[config.mk]
export PLATFORM = sky130hd
export DESIGN_NAME = apb4_gpio_ext
export DESIGN_NICKNAME = d
export VERILOG_FILES = /design/src/rtl/gpio_pkg.sv /design/src/rtl/gpio_dbnc.sv /design/src/rtl/apb4_gpio_ext.sv
export SDC_FILE = /design/constraint.sdc
export NUM_CORES = 2
export LEC_CHECK = 0
export CAP_MARGIN = 30
export CORE_AREA = 3 3 391 316
export DETAILED_ROUTE_END_ITERATION = 7
export DIE_AREA = 0 0 394 319
export GPL_TIMING_DRIVEN = 1
export SKIP_CTS_REPAIR_TIMING = 1
export SLEW_MARGIN = 20
export SYNTH_ARGS = -nofsm -noshare
export SYNTH_HDL_FRONTEND = slang
export SYNTH_HIERARCHICAL = 1
export SYNTH_SLANG_ARGS = --single-unit
[constraint.sdc]
create_clock -name pclk -period 4.87 [get_ports pclk]
set_input_delay 0.974 -clock pclk [delete_from_list [all_inputs] [get_ports pclk]]
set_output_delay 0.974 -clock pclk [all_outputs]
set_load 0.01 [all_outputs]
[src/rtl/gpio_pkg.sv]
// gpio_pkg: register offsets, interrupt type encoding and pin limit for apb4_gpio_ext
package gpio_pkg;
   localparam int GPIO_MAX = 32;
   localparam logic [3:0] GPIO_PADDIR    = 4'd0;
   localparam logic [3:0] GPIO_PADIN     = 4'd1;
   localparam logic [3:0] GPIO_PADOUT    = 4'd2;
   localparam logic [3:0] GPIO_OUTSET    = 4'd3;
   localparam logic [3:0] GPIO_OUTCLR    = 4'd4;
   localparam logic [3:0] GPIO_OUTTGL    = 4'd5;
   localparam logic [3:0] GPIO_INTEN     = 4'd6;
   localparam logic [3:0] GPIO_INTTYPE0  = 4'd7;
   localparam logic [3:0] GPIO_INTTYPE1  = 4'd8;
   localparam logic [3:0] GPIO_INTBOTH   = 4'd9;
   localparam logic [3:0] GPIO_INTSTATUS = 4'd10;
   localparam logic [3:0] GPIO_IOFCFG    = 4'd11;
   localparam logic [3:0] GPIO_DBNCEN    = 4'd12;
   localparam logic [3:0] GPIO_DBNCTHR   = 4'd13;
   typedef enum logic [1:0] {
      LEVEL_HIGH = 2'b00,
      LEVEL_LOW  = 2'b01,
      EDGE_RISE  = 2'b10,
      EDGE_FALL  = 2'b11
   } int_type_e;
endpackage

[src/rtl/gpio_dbnc.sv]
// gpio_dbnc: single-pin debounce; the filtered value follows sync only after it differs for thr+1 cycles
module gpio_dbnc #(
   parameter int DBNC_WIDTH = 8
) (
   input  logic                  clk,
   input  logic                  rst_n,
   input  logic                  en,
   input  logic [DBNC_WIDTH-1:0] thr,
   input  logic                  sync,
   output logic                  filt
);
   logic [DBNC_WIDTH-1:0] cnt_q, cnt_d;
   logic                  filt_q, filt_d;

   // A count above a freshly lowered threshold restarts the run without updating filt
   always_comb begin
      filt_d = filt_q;
      cnt_d = '0;
      if (!en || thr == '0) filt_d = sync;
      else if (sync != filt_q) begin
         if (cnt_q == thr) filt_d = sync;
         else if (cnt_q < thr) cnt_d = cnt_q + 1'b1;
      end
   end

   always_ff @(posedge clk or negedge rst_n) begin
      if (!rst_n) begin
         cnt_q <= '0;
         filt_q <= 1'b0;
      end else begin
         cnt_q <= cnt_d;
         filt_q <= filt_d;
      end
   end

   assign filt = filt_q;
endmodule

[src/rtl/apb4_gpio_ext.sv]
// apb4_gpio_ext: APB4 GPIO with input sync, per-pin debounce, typed interrupts,
// sticky W1C status and atomic set/clear/toggle output writes
module apb4_gpio_ext
   import gpio_pkg::*;
#(
   parameter int GPIO_NUM    = 32,
   parameter int SYNC_STAGES = 2,
   parameter int DBNC_WIDTH  = 8
) (
   input  logic                pclk,
   input  logic                presetn,
   input  logic [5:0]          paddr,
   input  logic                psel,
   input  logic                penable,
   input  logic                pwrite,
   input  logic [GPIO_MAX-1:0] pwdata,
   output logic [GPIO_MAX-1:0] prdata,
   output logic                pready,
   output logic                pslverr,
   input  logic [GPIO_NUM-1:0] gpio_in_i,
   output logic [GPIO_NUM-1:0] gpio_in_sync_o,
   output logic [GPIO_NUM-1:0] gpio_out_o,
   output logic [GPIO_NUM-1:0] gpio_dir_o,
   output logic [GPIO_NUM-1:0] gpio_iof_o,
   output logic                irq_o
);
   logic [GPIO_NUM-1:0]   dir_q, dir_d, out_q, out_d, inten_q, inten_d, t0_q, t0_d, t1_q, t1_d;
   logic [GPIO_NUM-1:0]   both_q, both_d, stat_q, stat_d, iof_q, iof_d, den_q, den_d, prev_q, prev_d;
   logic [GPIO_NUM-1:0]   filt, rise, fall, evt, wd, clr;
   logic [DBNC_WIDTH-1:0] thr_q, thr_d;
   logic [GPIO_NUM-1:0]   sync_q [SYNC_STAGES];
   logic [GPIO_NUM-1:0]   sync_d [SYNC_STAGES];
   logic [3:0]            off;
   logic                  acc, wr, rd, unused_bits;
   int_type_e             ty;

   assign off = paddr[5:2];
   assign acc = psel & penable;
   assign wr = acc & pwrite;
   assign rd = acc & ~pwrite;
   assign wd = pwdata[GPIO_NUM-1:0];
   assign pready = 1'b1;
   assign pslverr = acc & ((off >= 4'd14) | (pwrite & (off == GPIO_PADIN)));
   assign unused_bits = ^{paddr[1:0], pwdata};
   assign rise = filt & ~prev_q;
   assign fall = ~filt & prev_q;

   for (genvar g = 0; g < GPIO_NUM; g++) begin : g_pin
      gpio_dbnc #(.DBNC_WIDTH(DBNC_WIDTH)) u_dbnc (
         .clk(pclk), .rst_n(presetn), .en(den_q[g]), .thr(thr_q),
         .sync(sync_q[SYNC_STAGES-1][g]), .filt(filt[g])
      );
   end

   always_comb begin
      {dir_d, out_d, inten_d, t0_d, t1_d} = {dir_q, out_q, inten_q, t0_q, t1_q};
      {both_d, iof_d, den_d, thr_d} = {both_q, iof_q, den_q, thr_q};
      clr = '0;
      if (wr) begin
         case (off)
            GPIO_PADDIR:    dir_d = wd;
            GPIO_PADOUT:    out_d = wd;
            GPIO_OUTSET:    out_d = out_q | wd;
            GPIO_OUTCLR:    out_d = out_q & ~wd;
            GPIO_OUTTGL:    out_d = out_q ^ wd;
            GPIO_INTEN:     inten_d = wd;
            GPIO_INTTYPE0:  t0_d = wd;
            GPIO_INTTYPE1:  t1_d = wd;
            GPIO_INTBOTH:   both_d = wd;
            GPIO_INTSTATUS: clr = wd;
            GPIO_IOFCFG:    iof_d = wd;
            GPIO_DBNCEN:    den_d = wd;
            GPIO_DBNCTHR:   thr_d = pwdata[DBNC_WIDTH-1:0];
            default:        ;
         endcase
      end
   end

   // A new event in the same cycle as its W1C wins over the clear
   always_comb begin
      evt = '0;
      ty = LEVEL_HIGH;
      for (int i = 0; i < GPIO_NUM; i++) begin
         ty = int_type_e'({t1_q[i], t0_q[i]});
         evt[i] = both_q[i] ? (rise[i] | fall[i]) :
                  ty == LEVEL_HIGH ? filt[i] : ty == LEVEL_LOW ? ~filt[i] :
                  ty == EDGE_RISE ? rise[i] : fall[i];
      end
      stat_d = (stat_q & ~clr) | (evt & inten_q);
      prev_d = filt;
      sync_d[0] = gpio_in_i;
      for (int s = 1; s < SYNC_STAGES; s++) sync_d[s] = sync_q[s-1];
   end

   always_comb begin
      prdata = '0;
      if (rd) begin
         case (off)
            GPIO_PADDIR:    prdata = GPIO_MAX'(dir_q);
            GPIO_PADIN:     prdata = GPIO_MAX'(filt);
            GPIO_PADOUT:    prdata = GPIO_MAX'(out_q);
            GPIO_INTEN:     prdata = GPIO_MAX'(inten_q);
            GPIO_INTTYPE0:  prdata = GPIO_MAX'(t0_q);
            GPIO_INTTYPE1:  prdata = GPIO_MAX'(t1_q);
            GPIO_INTBOTH:   prdata = GPIO_MAX'(both_q);
            GPIO_INTSTATUS: prdata = GPIO_MAX'(stat_q);
            GPIO_IOFCFG:    prdata = GPIO_MAX'(iof_q);
            GPIO_DBNCEN:    prdata = GPIO_MAX'(den_q);
            GPIO_DBNCTHR:   prdata = GPIO_MAX'(thr_q);
            default:        prdata = '0;
         endcase
      end
   end

   always_ff @(posedge pclk or negedge presetn) begin
      if (!presetn) begin
         {dir_q, out_q, inten_q, t0_q, t1_q} <= '0;
         {both_q, stat_q, iof_q, den_q, prev_q} <= '0;
         thr_q <= '0;
         sync_q <= '{default: '0};
      end else begin
         {dir_q, out_q, inten_q, t0_q, t1_q} <= {dir_d, out_d, inten_d, t0_d, t1_d};
         {both_q, stat_q, iof_q, den_q, prev_q} <= {both_d, stat_d, iof_d, den_d, prev_d};
         thr_q <= thr_d;
         sync_q <= sync_d;
      end
   end

   assign gpio_in_sync_o = filt;
   assign gpio_out_o = out_q;
   assign gpio_dir_o = dir_q;
   assign gpio_iof_o = iof_q;
   assign irq_o = |(stat_q & inten_q);
endmodule
After elaboration in Yosys (flattened, before gate mapping)
Cells that the tools add are included.
{"block": "word_totals", "out_inout_bits": 163, "wordCells": 929, "inputBits": 75, "reg_bits": 680}
{"block": "op_classes", "n_addsub": 32, "n_eq_ne": 141, "bitwise": 84, "n_mux": 357, "n_lt_le_gt_ge": 33, "reduce_logical": 205}
{"op": "8-bit two-way mux", "n": 128}
{"op": "32-bit case mux with 11 select lines", "n": 1}
{"op": "8-bit by 1-bit adder with 8-bit output, second input constant", "n": 32}
{"op": "8-bit equality test", "n": 32}
{"op": "8-bit < comparator", "n": 32}
{"op": "1-bit two-way mux", "n": 224}
{"op": "32-bit AND", "n": 6}
{"op": "32-bit NOT", "n": 4}
{"op": "32-bit case mux with 4 select lines", "n": 1}
{"op": "2-bit nonzero test", "n": 64}
{"op": "32-bit two-way mux", "n": 3}
{"op": "2-bit AND reduction", "n": 41}
{"op": "2-bit by 1-bit equality test with 1-bit output, second input constant", "n": 32}
{"op": "2-bit equality test, second input constant", "n": 32}
{"op": "2-bit zero test", "n": 32}
{"op": "32-bit bitwise OR", "n": 2}
{"op": "1-bit NOT", "n": 33}
{"op": "1-bit bitwise OR", "n": 33}
{"op": "1-bit zero test", "n": 32}
{"op": "1-bit logical OR", "n": 32}
{"op": "1-bit inequality test", "n": 32}
{"op": "32-bit OR reduction", "n": 1}
{"op": "32-bit bitwise XOR", "n": 1}
{"op": "4-bit equality test, second input constant", "n": 6}
{"op": "other kinds (8)", "n": 16}

Logic depth before layout (Yosys ltp)
{"block": "logic_depth", "depth_word": 8, "ltp_mapped": 8, "mapped_depth_nobuf": 6}

Modules after synthesis
The synthesis kept the hierarchy.
{"mod": "apb4_gpio_ext", "area_per_inst_um2": 20201.9, "n_inst": 1, "cells_each": 1616}
{"mod": "gpio_dbnc at g_pin[0].u_dbnc ...", "area_per_inst_um2": 639.4, "n_inst": 16, "cells_each": 64}
{"mod": "gpio_dbnc at g_pin[24].u_dbnc ...", "area_per_inst_um2": 636.9, "n_inst": 15, "cells_each": 66}
{"mod": "gpio_dbnc at g_pin[8].u_dbnc", "area_per_inst_um2": 640.6, "n_inst": 1, "cells_each": 66}

Worst setup path before layout
OpenSTA, ideal clock, no wires.
{"block": "synth_timing", "path_type": "input to output", "from": "input paddr[2]", "to": "output prdata[1]", "path_buffers": 3, "cell_stages": 7, "path_slack_ps": 1621, "t_arrival_ps": 2275, "cell_sequence": "buf_6 -> buf_6 -> nor4b_4 -> buf_6 -> a22oi_1 -> and4_1 -> a21oi_2"}
{"block": "synth_via", "elab_chain_cells": 3, "word_cells_on_any_way": 13}
{"element": "start: declaration", "line_no": "apb4_gpio_ext.sv:12", "text": "input logic [5:0] paddr,"}
{"element": "4-bit equality test (tied with other cells)", "line_no": "apb4_gpio_ext.sv:98", "text": "case (off)"}
{"element": "32-bit case mux with 11 select lines *", "line_no": "apb4_gpio_ext.sv:98"}
{"element": "32-bit two-way mux *", "line_no": "apb4_gpio_ext.sv:97", "text": "if (rd) begin"}
{"element": "end: declaration", "line_no": "apb4_gpio_ext.sv:17", "text": "output logic [GPIO_MAX-1:0] prdata,"}
Every way passes the cells marked *; elsewhere a longest branch is shown, timed or not.

Final worst setup path
{"block": "layout_timing", "from": "input paddr[5]", "to": "output prdata[1]"}
The elaborated chain is that of the path after synthesis.

==> impl_metrics.py <==
metrics = {
    "synthesis": {
        "yosys_warnings": 6,
        "syn_nets": 4187,
        "synthArstFlopShare_pct": 100.0,
        "synthCells": 3696,
        "ys_seq_elements": 680,
        "synth_area_sq_um": 40630,
        "synth_ff_type": "dfrtp_1",
        "synth_enable_flop_cells": 0,
        "yosysUniqueCellTypes": 70,
        "ys_seq_area_share_pct": 41.89,
        "avgSynthCellArea_sq_um": 10.99,
    },
    "clock_tree": {
        "root_buffer": "clkbuf_16",
        "cts_tree": "built",
        "worstSkewPairLatency_ns": 0.67,
        "cts-htree-levels": 3,
        "cts_made_buffers": 80,
        "cts.clk_slew.worst_paths_ns": 0.05,
        "cts.path.max_buffers": 3,
        "cts_num_sinks": 680,
    },
    "worst_setup_path": {
        "crit_path_start_kind": "input port",
        "cp-end-kind": "output port",
        "path_buf_inv": 3,
        "cp.arrival_ns": 3.70,
        "cp_common_cell": "clkdlybuf4s50_1",
        "slowest_delay_ns": 0.63,
        "cp_cell_sequence": "clkdlybuf4s50_1 -> buf_4 -> and4bb_2 -> a22oi_1 -> and4_1 -> a21oi_2 -> clkdlybuf4s50_1",
        "critPathKind": "input port to output port",
        "cp_top_family": "buffers and inverters",
        "worst-path-max-fanout": 17,
        "critPathRequiredTime_ns": 3.90,
        "critical_path.slowest_cell": "clkdlybuf4s50_1",
    },
    "die": {
        "die_h_microns": 319,
        "die_area_sq_um": 125700,
        "dieWidth_microns": 394,
        "fp-row-count": 114,
        "start_util_pct": 33.79,
        "core_area_sq_um": 120200,
        "io_pins": 238,
    },
    "route": {
        "wl_per_cell_microns": 22.15,
        "antenna_left": 0,
        "dr.pass1.iters": 6,
        "drc": 0,
        "via_count": 30540,
        "drt_wl_total_mm": 125.5,
        "drt-initial-drc-count": 2339,
        "viasPerCell": 5.391,
    },
    "global_route": {
        "grtUsageTotal_pct": 19.71,
        "grt_pass1_vias": 30050,
        "globalRouteOverflowTotal": 0,
        "antenna_found_initial": 5,
        "grt_max_degree": 108,
        "grt_pass1_wl_mm": 191.7,
    },
    "sta": {
        "fin_crit_ns": 4.674,
        "slew_violations": 0,
        "fin_skew_ns": 0.03674,
        "slew_headroom_pct": 29.19,
        "setup-tns-final_ns": 0,
        "timing.fmax_mhz": 214.0,
        "tightest_slew_ns": 1.062,
        "final.period_utilization_pct": 95.97,
        "setup_ws_ns": 0.1962,
        "rsz0062_at_grt": "false",
        "finalSetupViolations": 0,
        "hold_violations": 0,
    },
    "power": {
        "power.total_mw": 17.26,
        "p_leak_nw": 20.90,
        "ir_drop_uv": 230.7,
        "p_per_area_nw_per_um2": 359.8,
    },
    "hold_path": {
        "hold_path.class": "flop to flop",
    },
    "final_layout": {
        "layout_commonest_cell": "dfrtp_1",
        "final_cell_mix": "672 x dfrtp_1, 416 x ha_1, 406 x inv_1",
        "drive_above_1_share_pct": 16.68,
        "nets": 4474,
        "fin_area_sq_um": 47960,
        "area_growth_pct": 18.06,
        "fillers": 11550,
    },
    "placed_design": {
        "placed_area_sq_um": 45190,
        "io_buffers": 234,
        "dp_hpwl_mm": 86.11,
        "place_congestion": 0.8526,
        "dp_slack_ns": 0.01180,
    },
    "run": {
        "maxCapViolCount": 0,
    },
    "outcome": {
        "status": "completed",
    },
}
==> synth_stat cells, types with 14 or more instances <==
cell type / n / area share (%)
a211o_1: 17 / 0.37
a211oi_2: 16 / 0.49
a22oi_1: 44 / 0.81
mux2i_1: 94 / 2.3
a21oi_2: 32 / 0.69
nand4_4: 16 / 0.84
buf_6: 25 / 0.69
nor2b_1: 34 / 0.52
o21ai_0: 16 / 0.20
and3_2: 15 / 0.28
nor3b_2: 32 / 0.99
dfrtp_1: 680 / 42
o211ai_2: 16 / 0.49
o22ai_2: 14 / 0.43
xnor2_1: 125 / 2.7
a221oi_1: 62 / 1.3
clkbuf_1: 29 / 0.27
mux2_2: 254 / 7.0
o21a_1: 16 / 0.30
a22o_1: 94 / 2.0
nor4_1: 64 / 0.99
a21oi_1: 80 / 0.99
mux2_1: 41 / 1.1
nand3_2: 15 / 0.37
nand2_1: 99 / 0.91
a21o_1: 17 / 0.31
xor2_1: 131 / 2.8
o22ai_1: 18 / 0.28
and3_1: 49 / 0.75
a211oi_1: 16 / 0.30
a21boi_0: 15 / 0.28
nand3_1: 133 / 1.6
buf_2: 46 / 0.57
nand4_1: 66 / 1.0
o211ai_1: 31 / 0.57
nor3_1: 224 / 2.8
a31oi_1: 31 / 0.48
nor2_1: 96 / 0.89
buf_4: 20 / 0.37
ha_1: 416 / 13
inv_1: 406 / 3.8
==> final timing paths <==
check | from | cells after the start | endpoint | slack [ns]
worst min register to register | sync_d[5]$_DFF_PN0_ | 0 | sync_q[5]$_DFF_PN0_ | 0.34
worst max register to register | thr_q[3]$_DFFE_PN0P_ | 7 | g_pin[8].u_dbnc/cnt_q[7]$_DFF_PN0_ | 1.89
worst max-delay path | paddr[5] | 7 | prdata[1] | 0.20
min in group asynchronous | presetn | 1 | g_pin[3].u_dbnc/cnt_q[5]$_DFF_PN0_ | 0.39
worst min-delay path | sync_d[5]$_DFF_PN0_ | 0 | sync_q[5]$_DFF_PN0_ | 0.34
max in group asynchronous | presetn | 2 | g_pin[16].u_dbnc/cnt_q[1]$_DFF_PN0_ | 3.29
==> power breakdown <==
part / leakage (nW) / internal (mW) / total, mW / switching (mW)
Sequential: 8.81 / 6.22 / 7.16 / 0.943
Clock: 1.34 / 3.75 / 6.24 / 2.49
Combinational: 10.7 / 1.72 / 3.85 / 2.13
Total: 20.9 / 11.7 / 17.3 / 5.56
==> per-stage QoR <==
stage,util (%),std cells,hold WS (ns)
after floorplan,-,3696,0.3312
after global placement,37.58,5523,0.3333
after detailed placement,37.58,5523,0.3355
after CTS,39.84,5662,0.3472
after global routing,39.88,5665,0.3490
final,39.89,5666,0.3423
==> routing by layer <==
layer  up-vias  routed length (microns)  part of all wire [%]  global-route usage (%)
met4         2                     3479                   2.8                   6.226
met1     15470                    57750                    46                   28.03
met2       976                    53610                    43                   28.99
met5         -                       13                 0.010                       0
li1      13930                        -                     -                       -
met3       172                    10670                   8.5                   5.356
==> kinds of logic after synthesis <==
family	synth area share (%)
AND/OR/NAND/NOR	12.86
flip-flops	41.89
AO/OA/AOI/OAI	10.62
buffers and inverters	5.793
adder cells (fa/ha/maj)	12.81
multiplexers	10.49
XOR/XNOR	5.519
other	0.009231
==> flip-flops by register name, indices dropped and copies added, names as in the netlist <==
register,count
gpio_iof_o,32
inten_q,32
gpio_out_o,32
sync_d,32
den_q,32
gpio_dir_o,32
t1_q,32
g_pin.u_dbnc/filt,32
prev_q,32
stat_q,32
g_pin.u_dbnc/cnt_q,256
thr_q,8
sync_q,32
both_q,32
t0_q,32
==> layout make-up <==
type	instances	area (sq um)	area share [%]
clock buffer	114	2372	4.946
antenna	2	5.005	0.01044
sequential	680	17050	35.54
inverter	408	1531	3.193
timing repair buffer	330	3338	6.960
tap	1624	2032	4.237
clock inverter	25	335.3	0.6992
multi-input combinational	2483	21300	44.41
(Power assumes the default switching activity.)
